### config.mk
export PLATFORM = sky130hd
export DESIGN_NAME = uart_rx_flat
export DESIGN_NICKNAME = d
export VERILOG_FILES = /design/src/rtl/uart_pkg.sv /design/src/rtl/uart_rx_if.sv /design/src/rtl/uart_rx_sync.sv /design/src/rtl/uart_rx.sv /design/src/flat_wrapper.sv
export SDC_FILE = /design/constraint.sdc
export NUM_CORES = 1
export LEC_CHECK = 0
export CORE_ASPECT_RATIO = 0.7
export CORE_MARGIN = 5
export CORE_UTILIZATION = 57
export CTS_CLUSTER_SIZE = 25
export DETAILED_ROUTE_END_ITERATION = 12
export GPL_ROUTABILITY_DRIVEN = 1
export GPL_TIMING_DRIVEN = 0
export PLACE_DENSITY = 0.78
export SETUP_SLACK_MARGIN = 0.2
export SLEW_MARGIN = 0
export SYNTH_ARGS = -nofsm -noshare
export SYNTH_HDL_FRONTEND = slang
export SYNTH_SLANG_ARGS = --single-unit
### constraint.sdc
create_clock -name clk -period 3.4 [get_ports clk]
set_input_delay 0.51 -clock clk [delete_from_list [all_inputs] [get_ports clk]]
set_output_delay 0.51 -clock clk [all_outputs]
set_load 0.02 [all_outputs]
### src/rtl/uart_pkg.sv
// rtl/uart_pkg.sv - shared UART state encodings, frame constants and bit-timing helpers
package uart_pkg;

  // Receiver/transmitter FSM encodings, kept as plain constants for legacy tools
  localparam logic [1:0] IDLE  = 2'd0;
  localparam logic [1:0] START = 2'd1;
  localparam logic [1:0] DATA  = 2'd2;
  localparam logic [1:0] STOP  = 2'd3;

  // 8N1 framing: start + 8 data + stop
  localparam int DATA_BITS  = 8;
  localparam int FRAME_BITS = 10;

  // Clock cycles per serial bit
  function automatic int calc_period(input int clk_freq, input int bps);
    return clk_freq / bps;
  endfunction

  // Mid-bit sample point within one bit period
  function automatic int calc_half(input int period);
    return (period - 1) / 2;
  endfunction

endpackage

### src/rtl/uart_rx_if.sv
// rtl/uart_rx_if.sv - serial input and received-byte outputs of the UART receiver
interface uart_rx_if;
  logic       rx_in;
  logic [7:0] data;
  logic       rx_done;
  logic       frame_err;
  logic       busy;

  // Receiver side: samples the line, drives the byte and status strobes
  modport master (
    input  rx_in,
    output data,
    output rx_done,
    output frame_err,
    output busy
  );

  // Line/consumer side: drives the line, observes the byte and status strobes
  modport slave (
    output rx_in,
    input  data,
    input  rx_done,
    input  frame_err,
    input  busy
  );
endinterface

### src/rtl/uart_rx_sync.sv
// rtl/uart_rx_sync.sv - two-flop synchroniser for the serial line plus falling-edge detect
module uart_rx_sync (
  input  logic clk,
  input  logic rst_n,
  input  logic rx_i,
  output logic synced_o,
  output logic fall_o
);

  logic meta_q;
  logic sync_q;
  logic prev_q;

  // Resolve metastability on the pin and keep one cycle of history; all flops idle high
  always_ff @(posedge clk or negedge rst_n) begin
    if (!rst_n) begin
      meta_q <= 1'b1;
      sync_q <= 1'b1;
      prev_q <= 1'b1;
    end else begin
      meta_q <= rx_i;
      sync_q <= meta_q;
      prev_q <= sync_q;
    end
  end

  assign synced_o = sync_q;
  assign fall_o   = ~sync_q & prev_q;

endmodule

### src/rtl/uart_rx.sv
// rtl/uart_rx.sv - 8N1 UART receiver with single-cycle byte and framing-error strobes
module uart_rx
  import uart_pkg::*;
#(
  parameter int CLK_FREQ = 50_000_000,
  parameter int UART_BPS = 9600
) (
  input  logic     clk,
  input  logic     rst_n,
  uart_rx_if.master rx_if
);

  localparam int PERIOD = calc_period(CLK_FREQ, UART_BPS);
  localparam int HALF   = calc_half(PERIOD);

  localparam logic [15:0] CNT_LAST = 16'(PERIOD - 1);
  localparam logic [15:0] CNT_HALF = 16'(HALF);
  localparam logic [2:0]  BIT_LAST = 3'(DATA_BITS - 1);

  logic        synced;
  logic        fall;

  logic [1:0]  state_q, state_d;
  logic [15:0] cnt0_q, cnt0_d;
  logic [2:0]  cnt1_q, cnt1_d;
  logic [7:0]  shift_q, shift_d;
  logic [7:0]  data_q, data_d;
  logic        done_q, done_d;
  logic        err_q, err_d;

  uart_rx_sync u_sync (
    .clk      (clk),
    .rst_n    (rst_n),
    .rx_i     (rx_if.rx_in),
    .synced_o (synced),
    .fall_o   (fall)
  );

  // Frame sequencing: bit timer, bit index, mid-bit sampling and result strobes
  always_comb begin
    state_d = state_q;
    cnt0_d  = cnt0_q;
    cnt1_d  = cnt1_q;
    shift_d = shift_q;
    data_d  = data_q;
    done_d  = 1'b0;
    err_d   = 1'b0;

    if (state_q != IDLE) begin
      cnt0_d = (cnt0_q == CNT_LAST) ? 16'd0 : cnt0_q + 16'd1;
    end

    case (state_q)
      IDLE: begin
        if (fall) begin
          state_d = START;
          cnt0_d  = 16'd0;
        end
      end
      START: begin
        // A line already back high at mid-start was a glitch, not a frame
        if (cnt0_q == CNT_HALF && synced) begin
          state_d = IDLE;
          cnt0_d  = 16'd0;
        end else if (cnt0_q == CNT_LAST) begin
          state_d = DATA;
          cnt1_d  = 3'd0;
        end
      end
      DATA: begin
        if (cnt0_q == CNT_HALF) begin
          shift_d[cnt1_q] = synced;
        end
        if (cnt0_q == CNT_LAST) begin
          cnt1_d = cnt1_q + 3'd1;
          if (cnt1_q == BIT_LAST) begin
            state_d = STOP;
          end
        end
      end
      STOP: begin
        // Leave at mid-stop so a following start bit is caught after a 1-bit stop
        if (cnt0_q == CNT_HALF) begin
          state_d = IDLE;
          cnt0_d  = 16'd0;
          cnt1_d  = 3'd0;
          if (synced) begin
            data_d = shift_q;
            done_d = 1'b1;
          end else begin
            err_d  = 1'b1;
          end
        end
      end
      default: begin
        state_d = IDLE;
        cnt0_d  = 16'd0;
        cnt1_d  = 3'd0;
      end
    endcase
  end

  // State, counters, shift register and registered outputs
  always_ff @(posedge clk or negedge rst_n) begin
    if (!rst_n) begin
      state_q <= IDLE;
      cnt0_q  <= 16'd0;
      cnt1_q  <= 3'd0;
      shift_q <= 8'h00;
      data_q  <= 8'h00;
      done_q  <= 1'b0;
      err_q   <= 1'b0;
    end else begin
      state_q <= state_d;
      cnt0_q  <= cnt0_d;
      cnt1_q  <= cnt1_d;
      shift_q <= shift_d;
      data_q  <= data_d;
      done_q  <= done_d;
      err_q   <= err_d;
    end
  end

  assign rx_if.data      = data_q;
  assign rx_if.rx_done   = done_q;
  assign rx_if.frame_err = err_q;
  assign rx_if.busy      = (state_q != IDLE);

endmodule

### src/flat_wrapper.sv
// flat-port wrapper written by rule: the top's interface ports become plain ports
module uart_rx_flat import uart_pkg::*;
#(
  parameter int CLK_FREQ = 50_000_000,
  parameter int UART_BPS = 9600
)
  (clk, rst_n, rx_if_rx_in, rx_if_data, rx_if_rx_done, rx_if_frame_err, rx_if_busy);
  uart_rx_if rx_if_i ();
  input  logic clk;
  input  logic rst_n;
  input wire logic [$bits(rx_if_i.rx_in)-1:0] rx_if_rx_in;
  output wire logic [$bits(rx_if_i.data)-1:0] rx_if_data;
  output wire logic [$bits(rx_if_i.rx_done)-1:0] rx_if_rx_done;
  output wire logic [$bits(rx_if_i.frame_err)-1:0] rx_if_frame_err;
  output wire logic [$bits(rx_if_i.busy)-1:0] rx_if_busy;
  assign rx_if_i.rx_in = rx_if_rx_in;
  assign rx_if_data = rx_if_i.data;
  assign rx_if_rx_done = rx_if_i.rx_done;
  assign rx_if_frame_err = rx_if_i.frame_err;
  assign rx_if_busy = rx_if_i.busy;
  uart_rx #(.CLK_FREQ(CLK_FREQ), .UART_BPS(UART_BPS)) u_core (.clk(clk), .rst_n(rst_n), .rx_if(rx_if_i));
endmodule
==> run metrics, run 1 <==
outcome=finished, final reports clean; CTS tree=built; Most used DFF post-synth=dfrtp_1; YS warnings=0; Tmin final=2.72 ns; Pre-antenna DRT Iters=4; final setup TNS=0 ns; Worst Tran Pin Value=1.04 ns; I/O pin count=14; Max-slew headroom=0.300; syn_nets=193; # setup viols final=0; CTS Buf Count=5; Die X=80.9 um; startpoint class of the critical path=register; DRC errors left=0; Via Count=1,452; Layout Nets=213; wire length of the first global-routing pass=6910 um; flops & latches, synth=42; multi-input logic area=882 um^2; ratio of cells with drive above 1 in the final layout=0.159; Syn-to-layout area delta=14.1%; vias in the first global route=1,444; Synth Area per Inst=10.7 um^2; site row count=18; routability cong.=0.960; Setup WS post-layout=0.684 ns; worst setup path category=register to register; Max Cap Violations=0; Critical Path AT=2.90 ns; synthesized area=2000 um^2; Crit. End Element=register; Seq/Total Area, Yosys=0.527; Die Y=59.6 um; Place WS=0.741 ns; hold buffers post-CTS=0; Fmax achieved=368 MHz; DR vias/cell=5.63; Post-CTS Resized=0; RSZ-0062 raised after global routing=no; P per Cell Area=480 nW/um^2; WL/cell=15.2 um; die area=4820 um^2; Post-synth ARST share=1.00; grt ovf=0; initial antenna violation count=0; total power=1.10 mW; worst hold slack=0.338 ns; Max Slew Vio Count=0; H-tree Lvls=2; root buffer cell=clkbuf_8; Max IR drop VDD=0.000322 V; antenna cells=0; Post-synth EDFFs=0; setup repair bufs after CTS=0; Starting DRT DRC Count=205; Period Utilization, post-route=0.799; Worst EP required=3.58 ns; Cell variety after synth=40; Mapped Cells=187; Global Route Usage Sum=0.190; Final Skew=0.00400 ns; storage element area=1050 um^2; Hold Crit Class=input pin to asynchronous set/reset pin; Core Util, Final=0.663; clk slew on worst S/H paths=0.08 ns; Port Buf Inserts=13; clk buf depth=2; Sinks on Clock Net=42; Initial Util=0.581; leakage power=0.982 nW; Layout fillers=269; drt total wl=3910 um; largest net degree at the start of global routing=43; hpwl dp=2830 um; worst-skew pair later-pin latency=0.30 ns; ANT nets after route=0; crit path max fanout=5; Placeable Area=3450 um^2; Hold Vio Cnt, Final=0
-- cell usage in the layout, fill, tap and decap left out, types with 2 or more instances in the layout --
cell type | Yosys | final
a21oi_1 | 5 | 5
a31oi_1 | 2 | 2
and3_1 | 5 | 5
buf_2 | 2 | 3
clkbuf_1 | 4 | 4
clkbuf_8 | 0 | 6
clkdlybuf4s50_1 | 0 | 12
dfrtp_1 | 39 | 39
dfstp_2 | 3 | 3
ha_1 | 3 | 3
inv_1 | 9 | 9
mux2_2 | 15 | 15
nand2_1 | 10 | 10
nand3_1 | 6 | 6
nand4_1 | 3 | 3
nand4b_1 | 3 | 3
nor2_1 | 20 | 20
nor2b_1 | 2 | 2
nor3_1 | 8 | 8
nor4_1 | 7 | 7
o21ai_0 | 7 | 7
o31ai_1 | 2 | 2
or4_1 | 2 | 2
xnor2_1 | 10 | 10
xor2_1 | 3 | 3
-- state kept, by name, summed over array words and instances (netlist names), named ones only --
name and cells:
u_core.state_q 1, u_core.u_sync.meta_q 1, u_core.rx_if.frame_err 1, u_core.u_sync.prev_q 1, u_core.rx_if.rx_done 1, u_core.shift_q 8, u_core.u_sync.synced_o 1, u_core.cnt0_q 16
u_core.cnt1_q 3, u_core.rx_if.data 8
-- cell type report --
type / instances / share of cell area
tap: 50 / 0.0274
timing repair buffer: 13 / 0.0547
sequential: 42 / 0.461
clock inverter: 2 / 0.00547
buffer: 7 / 0.0142
clock buffer: 6 / 0.0361
inverter: 9 / 0.0148
multi-input combinational: 129 / 0.386
-- worst max-delay path, cell delays in order (launching register included) --
cell and delay (ns):
dfrtp_1 0.42, or4_4 0.57, nor4_1 0.62, nand2_1 0.26, nor4_1 0.35, mux2_2 0.39
-- kinds of logic after synthesis --
family | after synthesis | share of synthesized area
compound gates | 21 | 0.0643
xor+xnor | 13 | 0.0568
flops | 42 | 0.527
fa+ha+maj | 4 | 0.0237
mux | 15 | 0.0843
simple gates | 76 | 0.211
buf+inv | 16 | 0.0331
-- routing by layer --
layer | global-route usage | vias to the layer above | share of wire
met5 | 0 | - | 0
met4 | 0.0795 | 0 | 0.017
met3 | 0.0441 | 7 | 0.046
met2 | 0.256 | 33 | 0.43
met1 | 0.290 | 711 | 0.51
li1 | - | 701 | -
-- through the flow --
stage                     instance area [um^2]  instances
after detailed placement                  2190        250
after global routing                      2290        258
after floorplan                           2000        187
final                                     2290        258
after global placement                    2200        250
after CTS                                 2290        258
-- worst paths after layout --
check | startpoint | endpoint | slack (ns) | cells after the start
setup / recovery | u_core.cnt0_q[7] | u_core.shift_q[4] | 0.68 | 5
hold / removal | rst_n | u_core.cnt0_q[0] | 0.34 | 1
setup reg to reg | u_core.cnt0_q[7] | u_core.shift_q[4] | 0.68 | 5
hold reg to reg | u_core.u_sync.meta_q | u_core.u_sync.synced_o | 0.37 | 0
max in group asynchronous | rst_n | u_core.cnt0_q[10] | 2.50 | 1
min in group clk | u_core.u_sync.meta_q | u_core.u_sync.synced_o | 0.37 | 0
-- where the power goes --
part | switching [mW] | internal (mW) | leakage, nW
Sequential | 0.0575 | 0.544 | 0.557
Combinational | 0.0880 | 0.0763 | 0.378
Clock | 0.168 | 0.163 | 0.0472
-- Yosys cell counts, types with 4 or more instances --
library cell,instances,area [um^2]
nor4_1,7,43.8
nor3_1,8,40.0
dfrtp_1,39,976
and3_1,5,31.3
nor2_1,20,75.1
o21ai_0,7,35.0
a21oi_1,5,25.0
inv_1,9,33.8
clkbuf_1,4,15.0
nand2_1,10,37.5
nand3_1,6,30.0
mux2_2,15,169
xnor2_1,10,87.6
Note: power is estimated with default switching activity, not from simulation.
==> run 2: changes to the inputs <==
CORE_UTILIZATION = 52   (was 57)
PLACE_DENSITY = 0.75   (was 0.78)
clock period = 2.4 ns   (was 3.4 ns; I/O delays follow)
==> run metrics, run 2 (synthesis gave the netlist of run 1 again) <==
final setup TNS=-0.770 ns (-0.770 ns); Via Count=1,673 (+15%); ANT nets after route=0 (unchanged); most common cell after layout, fill and taps aside=dfrtp_1; Core Util, Final=0.747 (+0.0840); Fmax achieved=406 MHz (+10%); antenna cells=0 (unchanged); Period Utilization, post-route=1.03 (+0.227); leakage power=1.15 nW (+17%); site row count=18 (unchanged); H-tree Lvls=2 (unchanged); cell family with the largest share of critical-path delay=simple AND/OR/NAND/NOR gates; DR vias/cell=5.98 (+6.2%); most frequent cells in the layout=dfrtp_1, nor2_1, buf_4, mux2_4, clkdlybuf4s50_1; routability cong.=0.870 (-9.4%); Max Slew Vio Count=0 (unchanged); Max-slew headroom=0.391 (+0.0907); CTS Buf Count=5 (unchanged); die area=5210 um^2 (+8.2%); RSZ-0062 raised after global routing=yes; Tmin final=2.46 ns (-0.254 ns); drt total wl=5570 um (+42%); hpwl dp=2980 um (+5.3%); CP max stage cell=or4_4; Layout Nets=235 (+10%); worst hold slack=0.171 ns (-0.167 ns); critical path, cell by cell=or4_4 > buf_4 > nor4_4 > nand2_2 > nor4_4 > mux2_4; Setup WS post-layout=-0.0612 ns (-0.746 ns); # setup viols final=21 (+21); placed cell count=250 (unchanged); failing checks=setup timing; Syn-to-layout area delta=35.3%; startpoint class of the critical path=register; Die X=84.2 um (+4.1%); crit path max fanout=4 (-1); I/O pin count=14 (unchanged); largest net degree at the start of global routing=43 (unchanged); Largest Register=u_core.cnt0_q; Hold Vio Cnt, Final=0 (unchanged); Initial Util=0.552 (-0.0289); Starting DRT DRC Count=234 (+14%); hold buffers post-CTS=0 (unchanged); root buffer cell=clkbuf_8; number of flip-flops in the largest register=16 (unchanged); Worst EP required=2.60 ns (-0.98 ns); Crit. End Element=register; ratio of cells with drive above 1 in the final layout=0.322 (+0.163); clk slew on worst S/H paths=0.09 ns (about the same); worst-skew pair later-pin latency=0.31 ns (about the same); wire length of the first global-routing pass=7850 um (+14%); Buf/Inv on CP=1 (+1); Worst Tran Pin Value=0.913 ns (-0.127 ns); Final Skew=0.00485 ns (+0.000855 ns); vias in the first global route=1,565 (+8.4%); Critical Path AT=2.66 ns (-0.24 ns); initial antenna violation count=0 (unchanged); clk buf depth=2 (unchanged); Most Frequent Cell on Critical Path=nor4_4; worst setup path category=register to register; Placeable Area=3630 um^2 (+5.2%); combinational power share=0.194 (+0.044); Die Y=61.9 um (+3.9%); power share of the clock group=0.327 (+0.025); share of power burned in registers=0.479 (-0.070); total power=1.76 mW (+60%); Worst path max stage delay=0.57 ns (-0.05 ns); outcome=finished, violations left; cell internal pwr=1.23 mW (+58%); CTS tree=built; Global Route Usage Sum=0.200 (+0.0105); Max Cap Violations=0 (unchanged); Hold Crit Class=input pin to asynchronous set/reset pin; fin cells=280 (+8.5%); Sw Ratio=0.298 (+0.0127); DRC errors left=0 (unchanged); Layout fillers=220 (-18%); WL/cell=19.9 um (+31%); P per Cell Area=649 nW/um^2 (+35%); grt ovf=0 (unchanged); Port Buf Inserts=13 (unchanged); Sinks on Clock Net=42 (unchanged); Sw Pwr=525 uW (+68%); Max IR drop VDD=0.000671 V (+110%); Pre-antenna DRT Iters=4 (unchanged)
[run 2: changes by cell type in the layout (fill, tap and decap cells not counted), moves of 5 or more]
cell and change:
mux2_2 -13, buf_6 +8, mux2_4 +13, nor4_1 -5
nor4_4 +5, buf_4 +16
[run 2: path summary, 6_finish.rpt]
kind | start | slack [ns] | depth (start not counted) | end
worst max-delay path | u_core.cnt0_q[15] | -0.06 | 6 | u_core.shift_q[4]
worst min-delay path | rst_n | 0.17 | 1 | u_core.cnt0_q[0]
worst max register to register | u_core.cnt0_q[15] | -0.06 | 6 | u_core.shift_q[4]
worst min register to register | u_core.u_sync.meta_q | 0.36 | 0 | u_core.u_sync.synced_o
max in group asynchronous | rst_n | 1.59 | 1 | u_core.cnt0_q[3]
min in group clk | u_core.u_sync.meta_q | 0.36 | 0 | u_core.u_sync.synced_o
[run 2: timing repair]
item / in CTS / in global routing
pin swaps: 8 / 9
resized for setup: 32 / 24
buffers inserted: 13 / 9
hold endpoints to repair: 0 / 0
setup endpoints to repair: 38 / 35
[run 2: per-stage QoR]
| stage | setup WS, ns | cell area (um^2) |
|---|---|---|
| after floorplan | 0.0315 | 2000 |
| after global placement | -0.291 | 2200 |
| after detailed placement | -0.296 | 2190 |
| after CTS | -0.0549 | 2520 |
| after global routing | -0.116 | 2710 |
| final | -0.0612 | 2710 |
[run 2: metal layers]
metal  GRT usage  wire length, um  vias to the layer above
met4      0.0894              194                        0
li1            -                -                      748
met3      0.0474              417                       17
met2       0.300             2550                       80
met1       0.283             2400                      828
met5           0                0                        -
[run 2: power by group through the flow]
stage	Combinational [mW]	Clock [mW]	Sequential, mW
floorplan	0.179	0	0.839
global placement	0.222	0	0.856
detailed placement	0.232	0	0.865
CTS	0.318	0.577	0.835
global route	0.376	0.608	0.850
finish	0.341	0.576	0.843
[run 2: layout make-up]
type | count | area (um^2) | share of cell area
flip-flops and latches | 42 | 1060 | 0.391
clock inverters | 3 | 45.0 | 0.0166
multi-input cells | 129 | 1080 | 0.398
well taps | 50 | 62.6 | 0.0231
repair buffers | 35 | 319 | 0.118
inverters | 9 | 33.8 | 0.0125
plain buffers | 7 | 42.5 | 0.0157
clock buffers | 5 | 68.8 | 0.0254
